===== src/rtl/lb_reg_responder.sv =====
// lb_reg_responder: local-bus register responder below the Ethernet bridge.
// Control / pulse / W1C registers, uptime and write counters, fixed-latency reads.
// Optional 256x32 scratch RAM at 0x100-0x1FF when LB_RESP_SCRATCH_EN is defined;
// without it that range reads 32'hBADADD00 and ignores writes.
module lb_reg_responder #(
    parameter int                        ADDR_WIDTH = 24,
    parameter int                        DATA_WIDTH = 32,
    parameter int                        READ_LAT   = 3,
    parameter logic [DATA_WIDTH-1:0]     ID_WORD    = 32'h6C627231,
    parameter logic [4*DATA_WIDTH-1:0]   CTRL_RESET = '0
) (
    input  logic                      lb_clk,
    input  logic                      reset,
    input  logic                      lb_valid,
    input  logic                      lb_rnw,
    input  logic [ADDR_WIDTH-1:0]     lb_addr,
    input  logic [DATA_WIDTH-1:0]     lb_wdata,
    input  logic                      lb_renable,
    output logic [DATA_WIDTH-1:0]     lb_rdata,
    input  logic [DATA_WIDTH-1:0]     status_in,
    output logic [4*DATA_WIDTH-1:0]   ctrl_out,
    output logic [DATA_WIDTH-1:0]     pulse_out
);

    localparam int DW = DATA_WIDTH;
    localparam logic [DW-1:0] BAD_WORD = 32'hBADADD00;

    typedef enum logic [2:0] {
        SEL_ID, SEL_UP, SEL_SNAP, SEL_STKY, SEL_CTRL, SEL_ZERO, SEL_RAM, SEL_BAD
    } sel_e;

    logic wr_ev, rd_ev;
    logic hit_id, hit_up, hit_wcnt, hit_stky, hit_stat, hit_ctrl, hit_pulse;
    logic wcnt_clr;

    logic [DW-1:0]         uptime_q, uptime_d;
    logic [DW-1:0]         wcnt_q, wcnt_d;
    logic [DW-1:0]         sticky_q, sticky_d;
    logic [3:0][DW-1:0]    ctrl_q, ctrl_d;
    logic [DW-1:0]         pulse_q, pulse_d;

    // Stage 1: decoded select plus a snapshot of values that must be taken on the request edge
    sel_e                  sel1_q, sel1_d;
    logic [DW-1:0]         snap1_q, snap1_d;
    logic [1:0]            cidx1_q, cidx1_d;

    // Valid chain covers stages 1..READ_LAT-1; data stages are 2..READ_LAT
    logic [READ_LAT-1:1]       rd_vld_q, rd_vld_d;
    logic [READ_LAT:2][DW-1:0] rd_data_q, rd_data_d;
    logic [DW-1:0]             rd_mux;

`ifdef LB_RESP_SCRATCH_EN
    logic          hit_ram;
    logic [7:0]    ram_idx1_q, ram_idx1_d;
    logic [DW-1:0] ram_mem [0:255];
`endif

    // Address decode and bus event qualification; a transaction during reset is dropped
    always_comb begin
        wr_ev     = lb_valid & ~lb_rnw & ~reset;
        rd_ev     = lb_valid &  lb_rnw & ~reset;
        hit_id    = (lb_addr == ADDR_WIDTH'(32'h000));
        hit_up    = (lb_addr == ADDR_WIDTH'(32'h001));
        hit_wcnt  = (lb_addr == ADDR_WIDTH'(32'h002));
        hit_stky  = (lb_addr == ADDR_WIDTH'(32'h003));
        hit_stat  = (lb_addr == ADDR_WIDTH'(32'h004));
        hit_ctrl  = (lb_addr[ADDR_WIDTH-1:2] == (ADDR_WIDTH-2)'(32'h2));
        hit_pulse = (lb_addr == ADDR_WIDTH'(32'h010));
`ifdef LB_RESP_SCRATCH_EN
        hit_ram   = (lb_addr[ADDR_WIDTH-1:8] == (ADDR_WIDTH-8)'(32'h1));
`endif
        wcnt_clr  = rd_ev & hit_wcnt & lb_renable;
    end

    // Next state of the register bank and counters
    always_comb begin
        uptime_d = uptime_q + 1'b1;
        wcnt_d   = (wcnt_clr ? '0 : wcnt_q) + {{(DW-1){1'b0}}, wr_ev};
        // status_in is OR-ed in last so a set beats a simultaneous W1C
        sticky_d = (sticky_q & ~((wr_ev & hit_stky) ? lb_wdata : '0)) | status_in;
        ctrl_d   = ctrl_q;
        if (wr_ev && hit_ctrl) begin
            ctrl_d[lb_addr[1:0]] = lb_wdata;
        end
        pulse_d  = (wr_ev & hit_pulse) ? lb_wdata : '0;
    end

    // Read stage 1 next state: decode to a compact select
    always_comb begin
        sel1_d = SEL_BAD;
        if (hit_id)         sel1_d = SEL_ID;
        else if (hit_up)    sel1_d = SEL_UP;
        else if (hit_wcnt)  sel1_d = SEL_SNAP;
        else if (hit_stky)  sel1_d = SEL_STKY;
        else if (hit_stat)  sel1_d = SEL_SNAP;
        else if (hit_ctrl)  sel1_d = SEL_CTRL;
        else if (hit_pulse) sel1_d = SEL_ZERO;
`ifdef LB_RESP_SCRATCH_EN
        else if (hit_ram)   sel1_d = SEL_RAM;
        ram_idx1_d = lb_addr[7:0];
`endif
        // Write counter is captured before a clear-on-read; status is the live value at request
        snap1_d = hit_wcnt ? wcnt_q : status_in;
        cidx1_d = lb_addr[1:0];
    end

    // Read stage 2 mux, including the scratch RAM read from the registered address
    always_comb begin
        case (sel1_q)
            SEL_ID:   rd_mux = ID_WORD;
            SEL_UP:   rd_mux = uptime_q;
            SEL_SNAP: rd_mux = snap1_q;
            SEL_STKY: rd_mux = sticky_q;
            SEL_CTRL: rd_mux = ctrl_q[cidx1_q];
            SEL_ZERO: rd_mux = '0;
`ifdef LB_RESP_SCRATCH_EN
            SEL_RAM:  rd_mux = ram_mem[ram_idx1_q];
`endif
            default:  rd_mux = BAD_WORD;
        endcase
    end

    // Read pipeline advance; each data stage only loads when a valid read reaches it
    always_comb begin
        rd_vld_d    = rd_vld_q;
        rd_vld_d[1] = rd_ev;
        for (int k = 2; k <= READ_LAT - 1; k++) begin
            rd_vld_d[k] = rd_vld_q[k-1];
        end
        rd_data_d = rd_data_q;
        if (rd_vld_q[1]) begin
            rd_data_d[2] = rd_mux;
        end
        for (int k = 3; k <= READ_LAT; k++) begin
            if (rd_vld_q[k-1]) begin
                rd_data_d[k] = rd_data_q[k-1];
            end
        end
    end

    // State registers with synchronous reset
    always_ff @(posedge lb_clk) begin
        if (reset) begin
            uptime_q  <= '0;
            wcnt_q    <= '0;
            sticky_q  <= '0;
            ctrl_q    <= CTRL_RESET;
            pulse_q   <= '0;
            sel1_q    <= SEL_BAD;
            snap1_q   <= '0;
            cidx1_q   <= '0;
            rd_vld_q  <= '0;
            rd_data_q <= '0;
        end else begin
            uptime_q  <= uptime_d;
            wcnt_q    <= wcnt_d;
            sticky_q  <= sticky_d;
            ctrl_q    <= ctrl_d;
            pulse_q   <= pulse_d;
            sel1_q    <= sel1_d;
            snap1_q   <= snap1_d;
            cidx1_q   <= cidx1_d;
            rd_vld_q  <= rd_vld_d;
            rd_data_q <= rd_data_d;
        end
    end

`ifdef LB_RESP_SCRATCH_EN
    // Scratch RAM: no reset so it maps onto block RAM; index is only used during reads
    always_ff @(posedge lb_clk) begin
        ram_idx1_q <= ram_idx1_d;
        if (wr_ev && hit_ram) begin
            ram_mem[lb_addr[7:0]] <= lb_wdata;
        end
    end
`endif

    assign lb_rdata  = rd_data_q[READ_LAT];
    assign ctrl_out  = ctrl_q;
    assign pulse_out = pulse_q;

endmodule


===== config.mk =====
export PLATFORM = sky130hd
export DESIGN_NAME = lb_reg_responder
export DESIGN_NICKNAME = d
export VERILOG_FILES = /design/src/rtl/lb_reg_responder.sv
export SDC_FILE = /design/constraint.sdc
export NUM_CORES = 1
export LEC_CHECK = 0
export CAP_MARGIN = 10
export CORE_MARGIN = 5
export CORE_UTILIZATION = 35
export DETAILED_ROUTE_END_ITERATION = 8
export GPL_TIMING_DRIVEN = 0
export PLACE_DENSITY = 0.54
export SLEW_MARGIN = 20
export SYNTH_ARGS = -nofsm -noshare
export SYNTH_HDL_FRONTEND = slang
export SYNTH_SLANG_ARGS = --single-unit

===== constraint.sdc =====
create_clock -name lb_clk -period 3.8 [get_ports lb_clk]
set_input_delay 0.38 -clock lb_clk [delete_from_list [all_inputs] [get_ports lb_clk]]
set_output_delay 0.38 -clock lb_clk [all_outputs]
set_load 0.05 [all_outputs]

== Yosys cells after proc, flatten, opt, wreduce, memory -nomap -nowiden ==
Cells that the tools add are included.

* Flip-flop bits (word level): 359
* Latch bits: 0
* Bits in writable memories: 0
* Memory bits (read-only): 0
* Input bits: 93
* Output and inout bits: 192
* Word-level logic and storage cells: 65
* Memories kept: 0

* Add/subtract/negate cells: 2
* Multipliers: 0
* Div/mod/pow operators: 0
* Order comparisons: 3
* Equality and inequality tests: 11
* Shift-type cells: 0
* Muxes and demuxes: 16
* Bitwise operators: 14
* Reduce and logical (&&, ||, !) cells: 5

{| class="wikitable"
|+ Operators with widths
! cell !! count
|-
| case mux 32 bit (6 select lines) || 1
|-
| two-way mux 32 bit || 5
|-
| bitwise mux 128 bit || 1
|-
| binary-select mux 32 bit (select 2 bit) || 1
|-
| demux 32 bit (select 2 bit) || 1
|-
| == test 24 x 2 -> 1 bit, second input constant || 2
|-
| adder 32 x 1 -> 32 bit || 1
|-
| adder 32 x 1 -> 32 bit, second input constant || 1
|-
| bitwise AND 32 bit || 1
|-
| NOT 32 bit || 1
|-
| OR 32 bit || 1
|-
| == test 24 x 1 -> 1 bit, second input constant || 1
|-
| == test 24 x 3 -> 1 bit, second input constant || 1
|-
| == test 24 x 5 -> 1 bit, second input constant || 1
|-
| logical NOT 24 bit || 1
|-
| == test 22 x 2 -> 1 bit, second input constant || 1
|-
| two-way mux 3 bit || 5
|-
| bitwise AND 1 bit || 8
|-
| == test 3 x 2 -> 1 bit, second input constant || 2
|-
| == test 3 bit, second input constant || 2
|-
| less-than comparator 2 x 3 -> 1 bit, second input constant || 2
|-
| two-way mux 2 bit || 2
|-
| == test 3 x 1 -> 1 bit, second input constant || 1
|-
| logical NOT 3 bit || 1
|-
| other kinds (4) || 7
|}

== Logic depth before layout (Yosys ltp) ==
Gate-level depths: netlist of run 1.

* Word-level depth: 8
* Depth in mapped cells: 12
* Gate-level depth less buffers: 10

== Worst setup path before layout of run 1 ==
No wires, ideal clock.

* Path kind: input-to-reg
* From: input port reset
* To: register wcnt_q[24]
* Library setup time: 70 ps
* Data arrival time: 3145 ps
* Data required time: 3730 ps
* Slack: 585 ps
* Stages: 12
* Buffers on the path: 5
* Cell sequence: clkbuf_1 clkbuf_1 clkbuf_1 clkbuf_1 nor3b_1 ha_1 ha_1 nand4_1 or4_4 buf_6 or4_1 a21oi_1

* Longest elaborated chain between the ends: 6
* Elaborated cells between the ends (all ways): 7
* Classes of those cells: add/sub: 1; mux: 1; bitwise: 5

{| class="wikitable"
|+ RTL lines
! element !! line !! text
|-
| from (decl) || 13 || <nowiki>input logic reset,</nowiki>
|-
| NOT 1 bit || 60, 61 ||
|-
| bitwise AND 1 bit || 61 || <nowiki>rd_ev = lb_valid & lb_rnw & ~reset;</nowiki>
|-
| bitwise AND 1 bit (2 in series) || 72 || <nowiki>wcnt_clr = rd_ev & hit_wcnt & lb_renable;</nowiki>
|-
| two-way mux 32 bit || 78 || <nowiki>wcnt_d = (wcnt_clr ? '0 : wcnt_q) + {{(DW-1){1'b0}}, wr_ev};</nowiki>
|-
| adder 32 x 1 -> 32 bit || 78 ||
|-
| to (signal assigned) || 156 || <nowiki>wcnt_q <= wcnt_d;</nowiki>
|-
| to (decl) || 37 || <nowiki>logic [DW-1:0] wcnt_q, wcnt_d;</nowiki>
|}

Several ways; a longest one is shown, not always the timed one.
A chain may end at the register's enable or synchronous reset.

== Worst setup path after layout of run 1 ==
* From: input port reset
* To: register wcnt_q[26]

Same word-level chain as after synthesis.

==> impl_metrics.ini, run 1 <==
[placed_design]
place_area_um2 = 19390
dp_cells = 2511
hpwl_um = 48020
port_buffers = 283
place.gp.congestion = 0.9071

[global_routing]
grt_max_degree = 20
antenna_found_initial = 1
grt_pass1_vias = 13730
grt.total_usage_pct = 24.27
grt_pass1_wl_um = 91230
grt_remaining_overflow = 0

[pwr]
power.density_nw_per_um2 = 409.4
p_leak_nw = 7.869
pwr-share-comb_pct = 6.0
p_seq_share_pct = 45.6
power.switching_w = 0.001994
clkPwrFrac_pct = 48.4
swShare_pct = 23.41
intPower_w = 0.006521
vdd_drop_max_v = 0.0002615

[setup_path]
reg2reg_depth = 7
r2r_end = rd_data_q[18]
crit_arrival_ns = 4.01
reg2reg_from = sel1_q[2]
critPathTopFamily = simple AND/OR/NAND/NOR gates
cp.required_ns = 4.28
r2r_slack_ns = 1.07
criticalPathCategory = in -> reg
end_kind = flop
worst-path-buf-inv = 4
cpPeakStageDelay_ns = 0.62
cp-startpoint = reset
worstPathCellList = clkbuf_1 > clkbuf_2 > clkbuf_2 > nor3b_1 > ha_1 > ha_1 > nand4_1 > or4_4 > buf_6 > or4_1 > a21oi_1
critPathLaunchType = primary input
worst-path-max-fanout = 19
cp_slowest_cell = or4_4

[clock_tree]
clkTransAtPathRegs_ns = 0.06
clock-sinks = 359
post_cts_buffers = 0
tritoncts = done
root_buffer = clkbuf_16
cts_buffer_depth = 3
cts_max_level = 2
numCtsBuffers = 42
worstSkewPairLatency_ns = 0.57

[layout]
n_fill_cell = 4334
layout.cells.non_filler = 2587
fin_area_um2 = 20800
finalNetCount = 2058
area_delta_synth_final_pct = 31.50
drive_gt1_share_pct = 8.576

[die]
dieHeight_um = 222.6
core_um2 = 44510
std_cell_rows = 77
ios = 285
start_util_pct = 35.54
die-area_um2 = 49550
die_x_um = 222.6

[logic_synthesis]
synth.distinct_cells = 50
syn_avg_cell_area_um2 = 9.669
synth.most_common_cell = dfxtp_1
synthArstFlopShare_pct = 0
ys_warn_count = 0
netlist_instances = 1636
synth_seq_cells = 359
ys.flop_type = dfxtp_1
synth_area_um2 = 15820
synthesis.nets = 1732
synth_seq_area_share_pct = 45.43
synth_top_area_share_pct = 45.43
synth_area_leaders = dfxtp_1 (45%), mux2i_1 (11%), nand2b_1 (6.4%)
synth_largest_area_cell = dfxtp_1
synth_commonest_cells = dfxtp_1 (359), mux2i_1 (169), nand2b_1 (162), nor2_1 (123), clkbuf_1 (96)
synth-edff-count = 0

[worst_hold_path]
worstHoldStart = status_in[26]
holdPathStages = 3
hold_path_end = sticky_q[26]
hold_path_class = in -> reg

[sta]
min_period_over_period_pct = 92.89
relSlewSlack_pct = 30.39
min_period_ns = 3.530
finClkSkew_ns = 0.01798
slew_violations = 0
rsz0062_at_grt = no
worst_slew_pin_slew_ns = 1.044
final_hold_viol_count = 0
max_freq_mhz = 283.3
setup_viol = 0

[route]
first_pass_iters = 5
postRouteAntennaNets = 0
routed_via_density = 5.290
detailroute.via_count = 13690
drt-total-wl_um = 62370
route.detailed.drc = 0
wl_per_cell_um = 24.11
initialDrtViolationCount = 943

[run]
max_cap_violations = 0

[status]
status = completed
state kept, by name (all words and copies together) (netlist names):
register and flops:
rd_vld_q 2, ctrl_out 128, sel1_q 3, wcnt_q 32
snap1_q 32, rd_data_q 32, lb_rdata 32, sticky_q 32
pulse_out 32, cidx1_q 2, uptime_q 32
area by class of cell:
cell class	instances	area [um2]	area share [%]
Multi-Input combinational cell	1069	7695	36.99
Sequential cell	359	7187	34.55
Timing Repair Buffer	283	2833	13.62
Clock buffer	65	1247	5.997
Buffer	154	744.5	3.579
Tap cell	592	740.7	3.561
Inverter	53	198.9	0.9564
Clock inverter	11	152.6	0.7338
Antenna cell	1	2.502	0.01203
cells by family (layout without fill, tap and decap cells):
kind of cell / count (synthesis) / in the layout / synth area share, %
flip-flops: 359 / 359 / 45.43
buffers and inverters: 208 / 566 / 5.964
AND/OR/NAND/NOR: 550 / 550 / 19.37
XOR/XNOR: 25 / 25 / 1.384
other: 0 / 1 / 0
multiplexers: 210 / 210 / 15.89
adder cells (fa/ha/maj): 3 / 3 / 0.2373
AO/OA/AOI/OAI: 281 / 281 / 11.72
power groups by stage:
stage                     Clock (W)  Combinational (W)  Sequential (W)
after detailed placement          0           0.000513         0.00396
after CTS                   0.00420           0.000513         0.00388
final                       0.00413           0.000511         0.00388
after global routing        0.00435           0.000543         0.00388
after global placement            0           0.000508         0.00396
after floorplan                   0           0.000249         0.00394
layer usage:
metal	vias up	global-route usage [%]	routed length, um
met2	470	39.73	29020
met5	-	0	0
met1	6707	31.92	27010
li1	6419	-	-
met3	89	5.583	4418
met4	0	7.708	1916
worst max path at each step:
| stage | endpoint | slack [ns] | cells after the start |
|---|---|---|---|
| after CTS | wcnt_q[26] | 0.17 | 13 |
| after global placement | wcnt_q[26] | -0.79 | 12 |
| after detailed placement | wcnt_q[26] | -0.82 | 12 |
| after global routing | wcnt_q[24] | 0.09 | 11 |
| after floorplan | wcnt_q[24] | 0.58 | 12 |
| final | wcnt_q[26] | 0.27 | 11 |
worst reg2reg max path, delay by kind of cell (launching register included):
| kind | cells | cell delay [ns] |
|---|---|---|
| AND/OR/NAND/NOR | 2 | 0.61 |
| buffers and inverters | 3 | 1.18 |
| flip-flops | 1 | 0.30 |
| AO/OA/AOI/OAI | 2 | 0.55 |
stage by stage:
stage | hold WS (ns) | worst slack, ns | TNS, ns | utilization, % | power, W
after floorplan | 0.4392 | 0.5848 | 0 | - | 0.004184
after global placement | 0.4578 | -0.7892 | -13.31 | 43.57 | 0.004467
after detailed placement | 0.4569 | -0.8237 | -13.34 | 43.57 | 0.004473
after CTS | 0.4316 | 0.1726 | 0 | 46.71 | 0.008588
after global routing | 0.4749 | 0.08578 | 0 | 46.73 | 0.008775
final | 0.4562 | 0.2701 | 0 | 46.73 | 0.008515
cells in the final DEF (no fill, tap or decap), types with 34 or more instances in the layout:
cell	n
buf_4	35
a21oi_1	76
mux2i_1	169
inv_1	53
clkbuf_16	42
nand2b_1	162
o21ai_0	69
clkdlybuf4s50_1	283
dfxtp_1	359
clkbuf_1	104
nand2_1	44
nand3_1	49
and2_1	34
nor2_1	123
what timing repair did:
action,CTS,global route
hold buffers,0,0
setup endpoints to repair,6,2
cloned,0,0
gates resized for setup,2,2
No activity file was read; power rests on OpenSTA's default activity.
==> inputs of run 2 (changes only) <==
--- a/config.mk
+++ b/config.mk
@@ -10,6 +10,8 @@
 export CORE_UTILIZATION = 35
 export DETAILED_ROUTE_END_ITERATION = 8
 export GPL_TIMING_DRIVEN = 0
+export HOLD_SLACK_MARGIN = 0.08
+export MAX_ROUTING_LAYER = met4
 export PLACE_DENSITY = 0.54
 export SLEW_MARGIN = 20
 export SYNTH_ARGS = -nofsm -noshare
==> impl_metrics.ini, run 2 (synthesized netlist as in run 1, its figures left out) <==
[sta]
relSlewSlack_pct = 33.18
min_period_ns = 3.617
min_period_over_period_pct = 95.18
rsz0062_at_grt = no
setup_viol = 0
slew_violations = 0
hold_slack_ns = 0.4589
final_hold_viol_count = 0
max_freq_mhz = 276.5
finClkSkew_ns = 0.03119
worst_slew_pin_slew_ns = 1.002

[placed_design]
hpwl_um = 47970
place_area_um2 = 19390
place.gp.congestion = 0.9258
port_buffers = 283
dp_cells = 2511

[pwr]
p_leak_nw = 7.819
total_power_w = 0.008312
intPower_w = 0.006344
swShare_pct = 23.68
power.density_nw_per_um2 = 401.7
vdd_drop_max_v = 0.0002740
p_seq_share_pct = 46.7
power.switching_w = 0.001968
clkPwrFrac_pct = 47.2
pwr-share-comb_pct = 6.2

[route]
initialDrtViolationCount = 1015
detailroute.via_count = 13710
wl_per_cell_um = 24.19
route.detailed.drc = 0
postRouteAntennaNets = 0
routed_via_density = 5.314
first_pass_iters = 5
drt-total-wl_um = 62380

[setup_path]
crit_arrival_ns = 4.10
cp.required_ns = 4.28
worst-path-max-fanout = 19
end_kind = flop
critPathLaunchType = primary input
criticalPathCategory = in -> reg

[layout]
layout_common_cells = dfxtp_1 (359), clkdlybuf4s50_1 (283), mux2i_1 (169), nand2b_1 (162), nor2_1 (123)
multi_input_area_um2 = 7695
mostFrequentLayoutCell = dfxtp_1
antenna-diode-count = 0
layout.cells.non_filler = 2579
final_util_pct = 46.49
fin_area_um2 = 20690
largest_reg_flops = 128
n_fill_cell = 4240
drive_gt1_share_pct = 8.304
area_delta_synth_final_pct = 30.82
finalNetCount = 2057
seqCellArea_um2 = 7187

[clock_tree]
post_cts_buffers = 0
cts_buffer_depth = 3
worstSkewPairLatency_ns = 0.57
clock-sinks = 359
numCtsBuffers = 41
root_buffer = clkbuf_16
cts_max_level = 2
tritoncts = done
clkTransAtPathRegs_ns = 0.06

[die]
die_x_um = 222.6
start_util_pct = 35.54
die-area_um2 = 49550
dieHeight_um = 222.6
std_cell_rows = 77
ios = 285
core_um2 = 44510

[status]
status = completed

[global_routing]
grt_remaining_overflow = 0
antenna_found_initial = 0
grt_max_degree = 20
grt.total_usage_pct = 24.91
grt_pass1_wl_um = 90660
grt_pass1_vias = 13640

[worst_hold_path]
hold_path_class = in -> reg

[run]
max_cap_violations = 0
run 2: cell types whose count changed in the layout (fill, tap and decap cells not counted), sizes merged:
cell,before,now
bufinv,3,2
clkbuf,160,153
clkinv,5,9
diode,1,0
inv,56,53
run 2: worst max-delay path, stage by stage:
cell and delay [ns]:
clkbuf_1 0.30, clkbuf_1 0.41, clkbuf_2 0.51, nor3b_1 0.33
ha_1 0.24, ha_1 0.27, nand4_1 0.22, or4_4 0.62
buf_6 0.17, or4_1 0.47, a21oi_1 0.15
run 2: power by group through the flow:
stage | combinational [W] | clock [W] | sequential (W)
2_1_floorplan | 0.000249 | 0 | 0.00394
3_3_place_gp | 0.000510 | 0 | 0.00396
3_5_place_dp | 0.000515 | 0 | 0.00396
4_1_cts | 0.000515 | 0.00398 | 0.00388
5_1_grt | 0.000546 | 0.00413 | 0.00388
6_report | 0.000513 | 0.00392 | 0.00388
run 2: layout make-up:
| cell class | count | area share, % |
|---|---|---|
| Tap cell | 592 | 3.579 |
| Buffer | 154 | 3.585 |
| Timing Repair Buffer | 283 | 13.69 |
| Sequential cell | 359 | 34.73 |
| Clock inverter | 11 | 0.5623 |
| Inverter | 53 | 0.9614 |
| Clock buffer | 58 | 5.708 |
| Multi-Input combinational cell | 1069 | 37.18 |
run 2: worst paths after layout:
kind | startpoint | end | slack, ns | depth (start not counted)
max | reset | wcnt_q[28] | 0.18 | 11
min | status_in[26] | sticky_q[26] | 0.46 | 3
max reg2reg | sel1_q[2] | rd_data_q[13] | 1.01 | 7
min reg2reg | wcnt_q[0] | snap1_q[0] | 0.47 | 2
run 2: what timing repair did:
| item | CTS | global route |
|---|---|---|
| gates resized for setup | 1 | 0 |
| setup endpoints to repair | 8 | 0 |
| hold buffers | 0 | 0 |
run 2: through the flow:
| stage | setup slack (ns) | setup TNS [ns] |
|---|---|---|
| after floorplan | 0.5848 | 0 |
| after global placement | -0.8046 | -13.98 |
| after detailed placement | -0.8063 | -14.30 |
| after CTS | 0.1838 | 0 |
| after global routing | 0.008559 | 0 |
| final | 0.1832 | 0 |
run 2: routing by layer:
layer	share of wire, %	GRT usage, %	up-vias
li1	-	-	6429
met1	44	32.60	6681
met2	46	38.76	494
met3	6.4	4.791	102
met4	3.7	8.715	0
met5	0	-	-
==> inputs of run 3 (changes only) <==
==> constraint.sdc (replaced) <==
create_clock -name lb_clk -period 4.2 [get_ports lb_clk]
set_input_delay 0.42 -clock lb_clk [delete_from_list [all_inputs] [get_ports lb_clk]]
set_output_delay 0.42 -clock lb_clk [all_outputs]
set_load 0.05 [all_outputs]
==> impl_metrics.ini, run 3 (synthesized netlist as in run 1, its figures left out) <==
[global_routing]
grt.total_usage_pct = 24.97
grt_max_degree = 13
grt_pass1_wl_um = 90830
grt_pass1_vias = 13640
antenna_found_initial = 0
grt_remaining_overflow = 0

[die]
die-area_um2 = 49550
dieHeight_um = 222.6
die_x_um = 222.6
std_cell_rows = 77
ios = 285
core_um2 = 44510
start_util_pct = 35.54

[route]
routed_via_density = 5.311
detailroute.via_count = 13710
first_pass_iters = 7
route.detailed.drc = 0
postRouteAntennaNets = 0
wl_per_cell_um = 24.22
drt-total-wl_um = 62520
initialDrtViolationCount = 1042

[placed_design]
port_buffers = 283
place.gp.congestion = 0.9258
hpwl_um = 47970
dp_cells = 2511

[setup_path]
cp_slowest_cell = or4_4
critPathLaunchType = primary input
worstPathCellList = clkbuf_1 > clkbuf_1 > clkbuf_2 > clkbuf_1 > nor3b_1 > ha_1 > ha_1 > nand4_1 > or4_4 > buf_6 > or4_1 > a21oi_1
cpPeakStageDelay_ns = 0.62
end_kind = flop
crit_arrival_ns = 4.50
worst-path-max-fanout = 11
path_common_cell = clkbuf_1
cp.required_ns = 4.68
criticalPathCategory = in -> reg

[status]
status = completed

[sta]
min_period_over_period_pct = 95.62
finClkSkew_ns = 0.02729
max_freq_mhz = 249.0
relSlewSlack_pct = 35.08
final_hold_viol_count = 0
worst_slew_pin_slew_ns = 0.9738
setup_viol = 0
slew_violations = 0
min_period_ns = 4.016
hold_slack_ns = 0.4690
rsz0062_at_grt = no

[pwr]
p_leak_nw = 7.821
power.density_nw_per_um2 = 363.7
vdd_drop_max_v = 0.0002510

[layout]
area_delta_synth_final_pct = 30.86
mostFrequentLayoutCell = dfxtp_1
final_util_pct = 46.51
layout.cells.non_filler = 2581
largest_reg_flops = 128
layout_common_cells = dfxtp_1 (359), clkdlybuf4s50_1 (283), mux2i_1 (169), nand2b_1 (162), nor2_1 (123)
drive_gt1_share_pct = 8.300
finalNetCount = 2058

[clock_tree]
cts_max_level = 2
worstSkewPairLatency_ns = 0.57
numCtsBuffers = 41
tritoncts = done
root_buffer = clkbuf_16
clkTransAtPathRegs_ns = 0.06
cts_buffer_depth = 3
clock-sinks = 359

[run]
max_cap_violations = 0

[worst_hold_path]
hold_path_class = reg -> reg
==> run 3: cell types whose count changed in the layout (fill, tap and decap cells not counted) <==
cell,previous run,this run
diode_2,0,1
clkbuf_1,103,104
==> run 3: what timing repair did <==
item / in CTS / in global routing
buffers inserted: 0 / 0
hold buffers: 0 / 0
endpoints found under the setup margin: 0 / 3
gates resized for setup: 0 / 3
==> run 3: path summary, 6_finish.rpt <==
path / cells after the start / from / slack, ns / end
worst max register to register: 7 / sel1_q[2] / 1.39 / rd_data_q[24]
worst max-delay path: 12 / reset / 0.18 / wcnt_q[24]
worst min register to register: 2 / wcnt_q[0] / 0.47 / snap1_q[0]
worst min-delay path: 2 / wcnt_q[0] / 0.47 / snap1_q[0]
==> run 3: where the power goes <==
part / switching [W] / internal [W] / total [W] / leakage (nW)
registers: 0.0000428 / 0.00347 / 0.00351 / 2.92
clock network: 0.00148 / 0.00207 / 0.00355 / 0.645
logic: 0.000265 / 0.000200 / 0.000465 / 4.26
total: 0.00179 / 0.00574 / 0.00753 / 7.82
==> run 3: metrics by stage <==
| stage | total power [W] | TNS (ns) | cell area [um2] | worst slack, ns |
|---|---|---|---|---|
| after floorplan | 0.003786 | 0 | 15820 | 0.9448 |
| after global placement | 0.004042 | -4.501 | 19390 | -0.4446 |
| after detailed placement | 0.004048 | -4.734 | 19390 | -0.4463 |
| after CTS | 0.007573 | 0 | 20690 | 0.1212 |
| after global routing | 0.007745 | 0 | 20700 | 0.03107 |
| final | 0.007528 | 0 | 20700 | 0.1838 |
==> run 3: routing by layer <==
layer	part of all wire [%]	up-vias	track usage [%]
li1	-	6438	-
met1	44	6666	32.79
met2	46	507	38.79
met3	6.4	97	4.804
met4	3.7	0	8.597
met5	0	-	-
==> run 3: critical path, delay by kind of cell <==
family                     cells  cell delay (ns)
AOI/OAI and AO/OA              1             0.16
adders and majority gates      2             0.50
buffers and inverters          5             1.75
and+or+nand+nor                4             1.63
==> run 3: cell type report <==
type                            instances  area, um2
Antenna cell                            1      2.502
Buffer                                155      745.7
Clock buffer                           58       1181
Clock inverter                         11      116.4
Fill cell                            4240      23810
Inverter                               53      198.9
Multi-Input combinational cell       1069       7695
Sequential cell                       359       7187
Tap cell                              592      740.7
Timing Repair Buffer                  283       2833
